### src/rtl/blade_emitter.sv
// Blade length ramp for the lightsaber: captures a sanitised target length and
// grows/shrinks the visible blade toward it in timed centimetre steps.
module blade_emitter #(
    parameter int STEP_CM  = 1,
    parameter int STEP_DIV = 4
) (
    input  logic        clk,
    input  logic        rst,
    input  logic        load,
    input  logic [15:0] setL,
    input  logic [15:0] setR,
    input  logic        ignite,
    output logic [15:0] curL,
    output logic [15:0] curR,
    output logic [1:0]  state,
    output logic        lit,
    output logic        at_length
);

    localparam int             DIV_W    = (STEP_DIV > 1) ? $clog2(STEP_DIV) : 1;
    localparam logic [DIV_W-1:0] DIV_LAST = DIV_W'(STEP_DIV - 1);
    localparam logic [7:0]     STEP     = 8'(STEP_CM);

    typedef enum logic [1:0] {
        ST_OFF     = 2'd0,
        ST_EXTEND  = 2'd1,
        ST_LIT     = 2'd2,
        ST_RETRACT = 2'd3
    } state_t;

    state_t             state_q, state_d;
    logic [6:0]         cm_q, cm_d;
    logic [6:0]         target_q, target_d;
    logic [DIV_W-1:0]   div_q, div_d;

    logic [6:0] san;
    logic [6:0] nt;
    logic [6:0] g;
    logic       tick;
    logic [7:0] up_sum;
    logic [6:0] up_val;
    logic [6:0] dn_val;

    // Negative requests fall back to half length; anything past 1.00 m clamps.
    always_comb begin
        san = 7'd0;
        if (setL[15] || setR[15]) begin
            san = 7'd50;
        end else if (setL >= 16'd2 || setR >= 16'd100 || (setL == 16'd1 && setR != 16'd0)) begin
            san = 7'd100;
        end else if (setL[0]) begin
            san = 7'd100;
        end else begin
            san = setR[6:0];
        end
    end

    assign nt     = load ? san : target_q;
    assign g      = ignite ? nt : 7'd0;
    assign tick   = (div_q == DIV_LAST);
    assign up_sum = {1'b0, cm_q} + STEP;
    assign up_val = (up_sum >= {1'b0, g}) ? g : up_sum[6:0];
    // Only consulted while retracting, where g < cm so the difference cannot wrap.
    assign dn_val = ({1'b0, cm_q - g} <= STEP) ? g : cm_q - STEP[6:0];

    // NOTE: every variable gets a default at the top so no path can infer a latch.
    always_comb begin
        state_d  = state_q;
        cm_d     = cm_q;
        target_d = load ? san : target_q;
        div_d    = tick ? '0 : div_q + 1'b1;

        case (state_q)
            ST_OFF: begin
                cm_d = 7'd0;
                if (ignite && nt != 7'd0) state_d = ST_EXTEND;
            end
            ST_EXTEND: begin
                if (g < cm_q) begin
                    state_d = ST_RETRACT;
                end else if (g == cm_q) begin
                    state_d = (g == 7'd0) ? ST_OFF : ST_LIT;
                end else if (tick) begin
                    cm_d = up_val;
                    if (up_val == g) state_d = ST_LIT;
                end
            end
            ST_LIT: begin
                if (g > cm_q)      state_d = ST_EXTEND;
                else if (g < cm_q) state_d = ST_RETRACT;
            end
            ST_RETRACT: begin
                if (g > cm_q) begin
                    state_d = ST_EXTEND;
                end else if (g == cm_q) begin
                    state_d = (g == 7'd0) ? ST_OFF : ST_LIT;
                end else if (tick) begin
                    cm_d = dn_val;
                    if (dn_val == g) state_d = (g == 7'd0) ? ST_OFF : ST_LIT;
                end
            end
            default: state_d = ST_OFF;
        endcase

        // A direction change or an idle state restarts the step cadence.
        if (state_d != state_q || state_q == ST_OFF || state_q == ST_LIT) div_d = '0;
    end

    // NOTE: sequential state uses non-blocking assignments so all flops update together.
    always_ff @(posedge clk) begin
        if (rst) begin
            state_q  <= ST_OFF;
            cm_q     <= 7'd0;
            target_q <= 7'd100;
            div_q    <= '0;
        end else begin
            state_q  <= state_d;
            cm_q     <= cm_d;
            target_q <= target_d;
            div_q    <= div_d;
        end
    end

    assign curL      = {15'd0, cm_q == 7'd100};
    assign curR      = (cm_q == 7'd100) ? 16'd0 : {9'd0, cm_q};
    assign state     = state_q;
    assign lit       = (state_q != ST_OFF);
    assign at_length = (state_q == ST_LIT);

endmodule
### config.mk
export PLATFORM = sky130hd
export DESIGN_NAME = blade_emitter
export DESIGN_NICKNAME = d
export VERILOG_FILES = /design/src/rtl/blade_emitter.sv
export SDC_FILE = /design/constraint.sdc
export NUM_CORES = 1
export LEC_CHECK = 0
export BUFFER_PORTS_ARGS = -buffer_cell sky130_fd_sc_hd__buf_2
export CAP_MARGIN = 20
export CORE_MARGIN = 10
export CORE_UTILIZATION = 35
export CTS_CLUSTER_DIAMETER = 200
export DETAILED_ROUTE_END_ITERATION = 6
export PLACE_DENSITY = 0.6
export SLEW_MARGIN = 20
export SYNTH_ARGS = -nofsm -noshare
export SYNTH_HDL_FRONTEND = slang
export SYNTH_SLANG_ARGS = --single-unit
### constraint.sdc
create_clock -name clk -period 3.5 [get_ports clk]
set_input_delay 0.175 -clock clk [delete_from_list [all_inputs] [get_ports clk]]
set_output_delay 0.175 -clock clk [all_outputs]
set_load 0.02 [all_outputs]
==> flow_metrics.tcl, run 1 <==
set metrics [dict create \
    outcome "finished clean" \
    post-route-min-period_ns 3.34 \
    antenna_found_initial 0 \
    synth_seq_cells 18 \
    nNetsFinal 474 \
    max_freq_mhz 299 \
    grt_pass1_wl_mm 13.7 \
    die_h_microns 107 \
    start_kind "input port" \
    syn_to_final_growth_pct 21.2 \
    cts_tree "done" \
    finalClockSkew_ns 0.00347 \
    clk_latency_ns 0.26 \
    grt_pass1_vias 2741 \
    drt_wl_total_mm 8.62 \
    worst_ir_drop_vdd_mv 0.0882 \
    synthTopCellsByArea "dfxtp_1 (14%), ha_1 (8.0%), buf_4 (7.0%)" \
    drive_above_1_share 0.289 \
    io_buffers 47 \
    cts_sinks 18 \
    die_area_sq_mm 0.0115 \
    path_max_fanout 5 \
    ioPinCount 72 \
    drt_pass1_iterations 5 \
    drt_iter0_markers 291 \
    grt_overflow 0 \
    coreArea_sq_mm 0.00733 \
    combPwrFrac 0.450 \
    r2r_slack_ns 0.22 \
    yosysWarnings 0 \
    fin_tns_setup_ns 0 \
    p_seq_frac 0.302 \
    worst_pin_slew_ns 0.824 \
    synth_area_leader_cell "dfxtp_1" \
    grt_max_degree 23 \
    ant_nets 0 \
    netlist_area_sq_mm 0.00266 \
    clk_pin_slew_ns 0.08 \
    async_reset_ff_frac 0 \
    p_leak_nw 1.41 \
    hold_viol 0 \
    n_fill_cell 743 \
    synth_edf_count 0 \
    avgSynthCellArea_sq_um 7.61 \
    required_ns 3.66 \
    power.internal_mw 0.442 \
    p_clk_frac 0.248 \
    cp.arrival_ns 3.50 \
    die_w_microns 107 \
    initial_core_util 0.363 \
    max_cap_violations 0 \
    cts-htree-levels 1 \
    place.gp.congestion 0.985 \
    ctsLongestPathBuffers 2 \
    hold_class "input port to register" \
    drc 0 \
    routedWlPerCell_microns 16.6 \
    rows 31 \
    syn_inst 350 \
    final_core_util 0.440 \
    min_period_over_period 0.954 \
    cts_made_buffers 3 \
    crit_path_end_kind "register" \
    synth_top_area_share 0.135 \
    routed_via_density 5.49 \
    switching_power_mw 0.290 \
    maxSlewViolCount 0 \
    slew_headroom 0.444 \
    hpwlAfterDp_mm 6.89 \
    track_usage 0.141 \
    holdBufCountCts 0 \
    synth.distinct_cells 75 \
    synth-seq-area-share 0.135 \
    cts-root-buf "clkbuf_8" \
    num_antenna_cells 0 \
    crit_type "input port to register" \
    finalSetupViolations 0 \
    synth-main-ff-cell "dfxtp_1" \
    vias 2846 \
    sw_frac_of_total 0.397 \
    p_per_area_mw_per_mm2 227 \
]
-- flip-flops by register name (all words and copies together), names as in the netlist --
signal    flops
cm_q          7
div_q         2
state         2
target_q      7
-- timing repair --
| item | CTS | global route |
|---|---|---|
| gates resized for setup | 0 | 12 |
| buffers inserted | 0 | 0 |
| setup endpoints to repair | 0 | 9 |
-- metal layers --
layer | GRT usage | share of wire | vias up
met4 | 0.0397 | 0.016 | 0
met3 | 0.0186 | 0.068 | 10
met2 | 0.233 | 0.47 | 121
met5 | 0 | 0 | -
li1 | - | - | 1367
met1 | 0.185 | 0.45 | 1348
-- critical path: stages --
cell and delay [ns]:
buf_2 0.11, nor4_4 0.34, and4_4 0.28, a31oi_1 0.10, or2_0 0.27, ha_1 0.30, nor2b_1 0.14, o21ai_0 0.19
a21oi_1 0.14, or3_1 0.38, a211oi_4 0.36, o21ai_4 0.15, mux2i_1 0.21, a31oi_1 0.11, o21ai_0 0.25
-- cells in the final DEF, fill, tap and decap left out, types with 2 or more instances in the layout --
master | Yosys | final
buf_4 | 25 | 36
a21oi_1 | 13 | 13
o21ai_0 | 18 | 17
nor2b_1 | 14 | 14
and2_1 | 3 | 3
nor3b_2 | 2 | 2
dfxtp_1 | 18 | 18
a2111oi_2 | 2 | 2
nor3_1 | 11 | 11
nand2b_1 | 5 | 5
a31oi_1 | 10 | 10
xnor2_1 | 8 | 8
conb_1 | 1 | 24
buf_2 | 7 | 47
or2_2 | 3 | 3
and3_1 | 3 | 3
o2111ai_1 | 2 | 2
nand3_1 | 6 | 6
o21a_1 | 2 | 2
xor2_1 | 8 | 8
a211o_1 | 3 | 3
a311o_1 | 3 | 3
and4_1 | 3 | 2
ha_1 | 17 | 17
clkbuf_8 | 0 | 4
nand2_1 | 24 | 24
o31ai_4 | 2 | 2
o31a_1 | 2 | 2
nand4_1 | 8 | 8
inv_1 | 15 | 15
nor3b_1 | 3 | 2
o31ai_1 | 2 | 2
nand4b_1 | 2 | 2
a211oi_1 | 4 | 3
nor2_1 | 42 | 42
nor4_2 | 4 | 4
mux2i_1 | 6 | 6
-- synth_stat cells, types with 2 or more instances --
cell type and instances:
a2111oi_2 2, a211o_1 3, a211oi_1 4, a21boi_0 2, a21oi_1 13, a311o_1 3
a31oi_1 10, and2_1 3, and3_1 3, and4_1 3, buf_2 7, buf_4 25
clkbuf_1 10, dfxtp_1 18, ha_1 17, inv_1 15, mux2i_1 6, nand2_1 24
nand2b_1 5, nand3_1 6, nand4_1 8, nand4b_1 2, nor2_1 42, nor2b_1 14
nor3_1 11, nor3b_1 3, nor3b_2 2, nor4_2 4, o2111ai_1 2, o21a_1 2
o21ai_0 18, o31a_1 2, o31ai_1 2, o31ai_4 2, or2_2 3, xnor2_1 8
xor2_1 8
-- logic make-up (layout without fill, tap and decap cells) --
logic type / Yosys count / count (layout) / synth area share
mux: 7 / 7 / 0.0268
other cells: 1 / 24 / 0.00141
flops: 18 / 18 / 0.135
fa+ha+maj: 18 / 18 / 0.0874
simple gates: 143 / 143 / 0.307
xor+xnor: 16 / 16 / 0.0526
compound gates: 89 / 90 / 0.269
buf+inv: 58 / 103 / 0.120
-- power by group through the flow --
| stage | combinational [mW] | clock [mW] | sequential [mW] |
|---|---|---|---|
| finish | 0.329 | 0.181 | 0.221 |
| global route | 0.360 | 0.194 | 0.223 |
| CTS | 0.310 | 0.185 | 0.221 |
| detailed placement | 0.309 | 0 | 0.226 |
| global placement | 0.305 | 0 | 0.226 |
| floorplan | 0.229 | 0 | 0.224 |
-- final cells by class --
type	instances	area [sq um]	area share
multi-input cells	298	2120	0.658
flip-flops and latches	18	360	0.112
clock buffers	4	55.1	0.0171
well taps	99	124	0.0384
inverters	16	60.1	0.0186
repair buffers	83	505	0.157
-- final timing paths --
path,startpoint,cells past startpoint,end
max,setL[0],15,cm_q[0]
min,rst,2,target_q[3]
max reg2reg,target_q[2],13,cm_q[0]
min reg2reg,div_q[0],1,div_q[0]
-- through the flow --
step / hold slack, ns / power [mW] / setup slack (ns) / instance area (sq um) / instances
2_1_floorplan: 0.379 / 0.453 / 0.124 / 2750 / 373
3_3_place_gp: 0.419 / 0.531 / 0.0264 / 3120 / 513
3_5_place_dp: 0.424 / 0.534 / -0.0697 / 3120 / 513
4_1_cts: 0.240 / 0.715 / 0.157 / 3170 / 517
5_1_grt: 0.256 / 0.777 / -0.0690 / 3230 / 518
6_report: 0.259 / 0.732 / 0.160 / 3230 / 518
No activity file was read; power rests on OpenSTA's default activity.
==> inputs of run 2 (changes only) <==
ABC_AREA = 1   (was default)
==> flow_metrics.tcl, run 2 <==
set metrics [dict create \
    outcome "finished clean" \
    drive_above_1_share 0.225 \
    clk_pin_slew_ns 0.07 \
    num_antenna_cells 0 \
    finalClockSkew_ns 0.00270 \
    clk_latency_ns 0.26 \
    async_reset_ff_frac 0 \
    critPathMaxStageDelay_ns 0.41 \
    synth_top_area_share 0.133 \
    yosysMostFrequentCell "nand2_1" \
    synth_area_leader_cell "dfxtp_1" \
    maxSlewViolCount 0 \
    ant_nets 0 \
    crit_type "input port to register" \
    synth.distinct_cells 40 \
    required_ns 3.66 \
    cts-root-buf "clkbuf_8" \
    synth_edf_count 0 \
    hold_class "input port to register" \
    rsz0062_at_grt "no" \
    multi_input_area_sq_mm 0.00190 \
    n_fill_cell 855 \
    p_leak_nw 1.72 \
    cts_sinks 18 \
    rows 32 \
    total_power_mw 1.95 \
    grt_pass1_vias 2697 \
    mostFrequentLayoutCell "nand2_1" \
    grt_max_degree 18 \
    register_area_sq_um 362 \
    routed_via_density 4.77 \
    crit_path_end_kind "register" \
    cp_common_cell "nand2_1" \
    drc 0 \
    hold_start "setR[6]" \
    initial_core_util 0.355 \
    synth-seq-area-share 0.133 \
    netlist_area_sq_mm 0.00272 \
    worst_ir_drop_vdd_mv 0.303 \
    max_cap_violations 0 \
    syn_inst 454 \
    syn_to_final_growth_pct 13.4 \
    die_area_sq_mm 0.0117 \
    io_buffers 47 \
    synth-main-ff-cell "dfxtp_1" \
    ioPinCount 72 \
    min_period_over_period 0.898 \
    worst_pin_slew_ns 0.936 \
    fin_tns_setup_ns 0 \
    p_per_area_mw_per_mm2 634 \
    path_buf_inv 4 \
    drt_iter0_markers 216 \
    synth_seq_cells 18 \
    reg_top3 "cm_q: 7 flops, target_q: 7 flops" \
    post-route-min-period_ns 3.14 \
    max_freq_mhz 318 \
    r2r-start "cm_q[0]" \
    mostFrequentLayoutCells "nand2_1 (96), inv_1 (73), nor2_1 (56), buf_2 (47), nand3_1 (32)" \
    nNetsFinal 562 \
    synth_common_cells "nand2_1 (96), inv_1 (73), nor2_1 (56)" \
    drt_pass1_iterations 4 \
    place.gp.congestion 0.927 \
    cts_made_buffers 3 \
    critical_path.top_delay_family "simple AND/OR/NAND/NOR gates" \
    cts_tree "done" \
    routedWlPerCell_microns 13.6 \
    finalSetupViolations 0 \
    yosysWarnings 0 \
    antenna_found_initial 0 \
    synthTopCellsByArea "dfxtp_1 (13%), nand2_1 (13%), inv_1 (10%)" \
    track_usage 0.135 \
    coreArea_sq_mm 0.00765 \
    cp_slowest_cell "fa_1" \
    hold_viol 0 \
    slew_headroom 0.371 \
    start_kind "input port" \
    cp.arrival_ns 3.30 \
    path_max_fanout 8 \
    hpwlAfterDp_mm 6.87 \
    final_core_util 0.402 \
    vias 2899 \
    cts-htree-levels 1 \
    die_h_microns 108 \
    die_w_microns 108 \
    grt_pass1_wl_mm 13.0 \
    avgSynthCellArea_sq_um 5.98 \
    grt_overflow 0 \
    ctsLongestPathBuffers 2 \
    setup.worst_path.start "setR[2]" \
    drt_wl_total_mm 8.28 \
    r2r_slack_ns 0.39 \
]
[run 2: cell count changes after synthesis, sizes merged, moves of 10 or more]
cell	change
a21oi	+12
nand3	+36
nor2b	-15
a31oi	-10
nor2	+20
nand2	+80
inv	+67
[run 2: final cells by class]
| type | count | area share |
|---|---|---|
| well taps | 102 | 0.0415 |
| inverters | 85 | 0.104 |
| clock buffers | 3 | 0.0134 |
| flip-flops and latches | 18 | 0.117 |
| multi-input cells | 340 | 0.616 |
| repair buffers | 60 | 0.108 |
[run 2: worst paths after layout]
kind | end | cells after the start
hold / removal | target_q[6] | 5
hold reg to reg | div_q[0] | 1
setup / recovery | div_q[0] | 30
setup reg to reg | div_q[0] | 20
[run 2: logic make-up after synthesis]
family | count (synthesis) | share of synthesized area
compound gates | 57 | 0.129
flops | 18 | 0.133
fa+ha+maj | 18 | 0.0857
xor+xnor | 10 | 0.0323
simple gates | 230 | 0.409
buf+inv | 120 | 0.210
other cells | 1 | 0.00138
[run 2: power breakdown]
group	switching (mW)	leakage [nW]	internal, mW
clock	0.0754	0.0216	0.0768
combinational	0.988	1.55	0.506
sequential	0.0554	0.149	0.250
[run 2: per-layer routing]
| metal | share of wire | routed length [microns] | GRT usage |
|---|---|---|---|
| met3 | 0.092 | 761 | 0.0405 |
| met4 | 0.022 | 185 | 0.0344 |
| met1 | 0.44 | 3630 | 0.168 |
| met2 | 0.45 | 3700 | 0.221 |
| met5 | 0 | 0 | 0 |
[run 2: repair_timing]
| item | in CTS | in global routing |
|---|---|---|
| endpoints found under the hold margin | 0 | 0 |
| gates resized for setup | 0 | 4 |
| endpoints found under the setup margin | 0 | 2 |
| buffers inserted | 0 | 2 |
| hold buffers | 0 | 0 |
[run 2: per-stage QoR]
stage               std cells  setup WS [ns]  hold slack (ns)  cell area [sq um]
finish                    608          0.358            0.255               3080
global route              608        0.00742            0.269               3080
detailed placement        602         0.0271            0.428               3000
global placement          602          0.117            0.418               3000
floorplan                 477          0.625            0.331               2800
CTS                       605          0.301            0.254               3040
[run 2: worst register-to-register path: stages (launching register included)]
cell and delay [ns]:
dfxtp_1 0.40, ha_1 0.22, nand3_1 0.14, nor2_1 0.13, nand2_1 0.07, xor2_1 0.25, inv_1 0.07, ha_1 0.28
inv_1 0.05, a21oi_2 0.11, nand3_1 0.13, nand3_4 0.24, nor2_1 0.11, a21oi_1 0.20, nand2_1 0.07, nor2_1 0.11
nand3_2 0.12, nand3_1 0.10, nand3_2 0.08, nand2_2 0.08, nor3_1 0.05
==> inputs of run 3 (changes only) <==
CORE_ASPECT_RATIO = 0.75   (was default)
==> flow_metrics.tcl, run 3 (same netlist as run 2, synthesis figures left out) <==
set metrics [dict create \
    outcome "finished clean" \
    worst_ir_drop_vdd_mv 0.261 \
    track_usage 0.138 \
    ctsLongestPathBuffers 2 \
    final_core_util 0.417 \
    p_seq_frac 0.156 \
    p_per_area_mw_per_mm2 651 \
    ant_nets 0 \
    cts-root-buf "clkbuf_8" \
    io_buffers 47 \
    die_area_sq_mm 0.0117 \
    grt_max_degree 18 \
    crit_type "input port to register" \
    hold_class "input port to register" \
    rsz0062_at_grt "no" \
    drc 0 \
    clk_latency_ns 0.27 \
    start_kind "input port" \
    sw_frac_of_total 0.575 \
    die_w_microns 122 \
    switching_power_mw 1.16 \
    clk_pin_slew_ns 0.07 \
    routed_via_density 4.77 \
    place.gp.congestion 0.911 \
    max_freq_mhz 317 \
    drive_above_1_share 0.228 \
    drt_iter0_markers 245 \
    num_antenna_cells 0 \
    max_cap_violations 0 \
    path_max_fanout 7 \
    min_period_over_period 0.902 \
    cts_tree "done" \
    post-route-min-period_ns 3.16 \
    cts_made_buffers 3 \
    finalClockSkew_ns 0.0118 \
    grt_pass1_vias 2759 \
    cp_common_cell "nand2_1" \
    cp.arrival_ns 3.32 \
    crit_path_end_kind "register" \
    routedWlPerCell_microns 13.7 \
    vias 2912 \
    drt_wl_total_mm 8.39 \
    p_leak_nw 1.73 \
    rows 27 \
    coreArea_sq_mm 0.00743 \
    drt_pass1_iterations 5 \
    cts_sinks 18 \
    hold_ws_ns 0.254 \
    finalSetupViolations 0 \
    cts-htree-levels 1 \
    die_h_microns 96.3 \
    maxSlewViolCount 0 \
    ioPinCount 72 \
    nNetsFinal 564 \
    mostFrequentLayoutCells "nand2_1 (96), inv_1 (73), nor2_1 (55), buf_2 (47), nand3_1 (32)" \
    reg_top3 "cm_q: 7 flops, target_q: 7 flops" \
    hold_viol 0 \
    antenna_found_initial 0 \
    critPathMaxStageDelay_ns 0.23 \
    hpwlAfterDp_mm 6.80 \
    p_clk_frac 0.091 \
    required_ns 3.66 \
    syn_to_final_growth_pct 14.1 \
    grt_overflow 0 \
    mostFrequentLayoutCell "nand2_1" \
    power.internal_mw 0.857 \
    grt_pass1_wl_mm 13.2 \
    initial_core_util 0.365 \
    combPwrFrac 0.753 \
    fin_tns_setup_ns 0 \
    cp_slowest_cell "ha_2" \
]
==> run 3: changes by cell type in the layout (fill, tap and decap cells not counted), sizes merged <==
cell / previous run / this run
buf: 60 / 62
clkbuf: 3 / 4
==> run 3: power by group through the flow <==
| stage | clock [mW] | combinational [mW] | sequential [mW] |
|---|---|---|---|
| global route | 0.194 | 1.70 | 0.322 |
| global placement | 0 | 1.42 | 0.318 |
| CTS | 0.188 | 1.44 | 0.314 |
| finish | 0.184 | 1.52 | 0.315 |
| detailed placement | 0 | 1.43 | 0.319 |
| floorplan | 0 | 1.16 | 0.303 |
==> run 3: final timing paths <==
path | to | cells after the start | startpoint | slack, ns
worst max-delay path | div_q[0] | 28 | setL[10] | 0.34
worst min-delay path | target_q[2] | 5 | setR[2] | 0.25
worst max register to register | div_q[0] | 21 | cm_q[2] | 0.36
worst min register to register | div_q[0] | 1 | div_q[0] | 0.43
==> run 3: stage by stage <==
step                setup slack (ns)  power (mW)  cells  cell area [sq um]
floorplan                      0.625        1.46    477               2800
global placement               0.170        1.74    600               2990
detailed placement            0.0856        1.75    600               2990
CTS                            0.363        1.94    604               3040
global route                 0.00243        2.21    610               3100
finish                         0.343        2.02    610               3100
==> run 3: cell type report <==
| type | instances | area (sq um) |
|---|---|---|
| Inverter | 85 | 319 |
| Timing Repair Buffer | 62 | 348 |
| Multi-Input combinational cell | 340 | 1890 |
| Fill cell | 829 | 4330 |
| Sequential cell | 18 | 360 |
| Tap cell | 101 | 126 |
| Clock buffer | 4 | 55.1 |
==> run 3: repair_timing <==
| action | in CTS | in global routing |
|---|---|---|
| hold buffers | 0 | 0 |
| setup buffers | 0 | 5 |
| endpoints found under the setup margin | 0 | 2 |
| resized for setup | 0 | 3 |
==> run 3: worst max-delay path: cells and delay by family <==
family / cells / cell delay, ns
XOR/XNOR: 1 / 0.08
buffers and inverters: 2 / 0.29
AND/OR/NAND/NOR: 23 / 2.31
adder cells (fa/ha/maj): 2 / 0.44
==> run 3: routing by layer <==
metal  track usage  vias up  part of all wire
li1              -     1502                 -
met1         0.185     1297              0.46
met2         0.228      105              0.43
met3        0.0287        8             0.095
met4        0.0198        0            0.0087
met5             0        -                 0
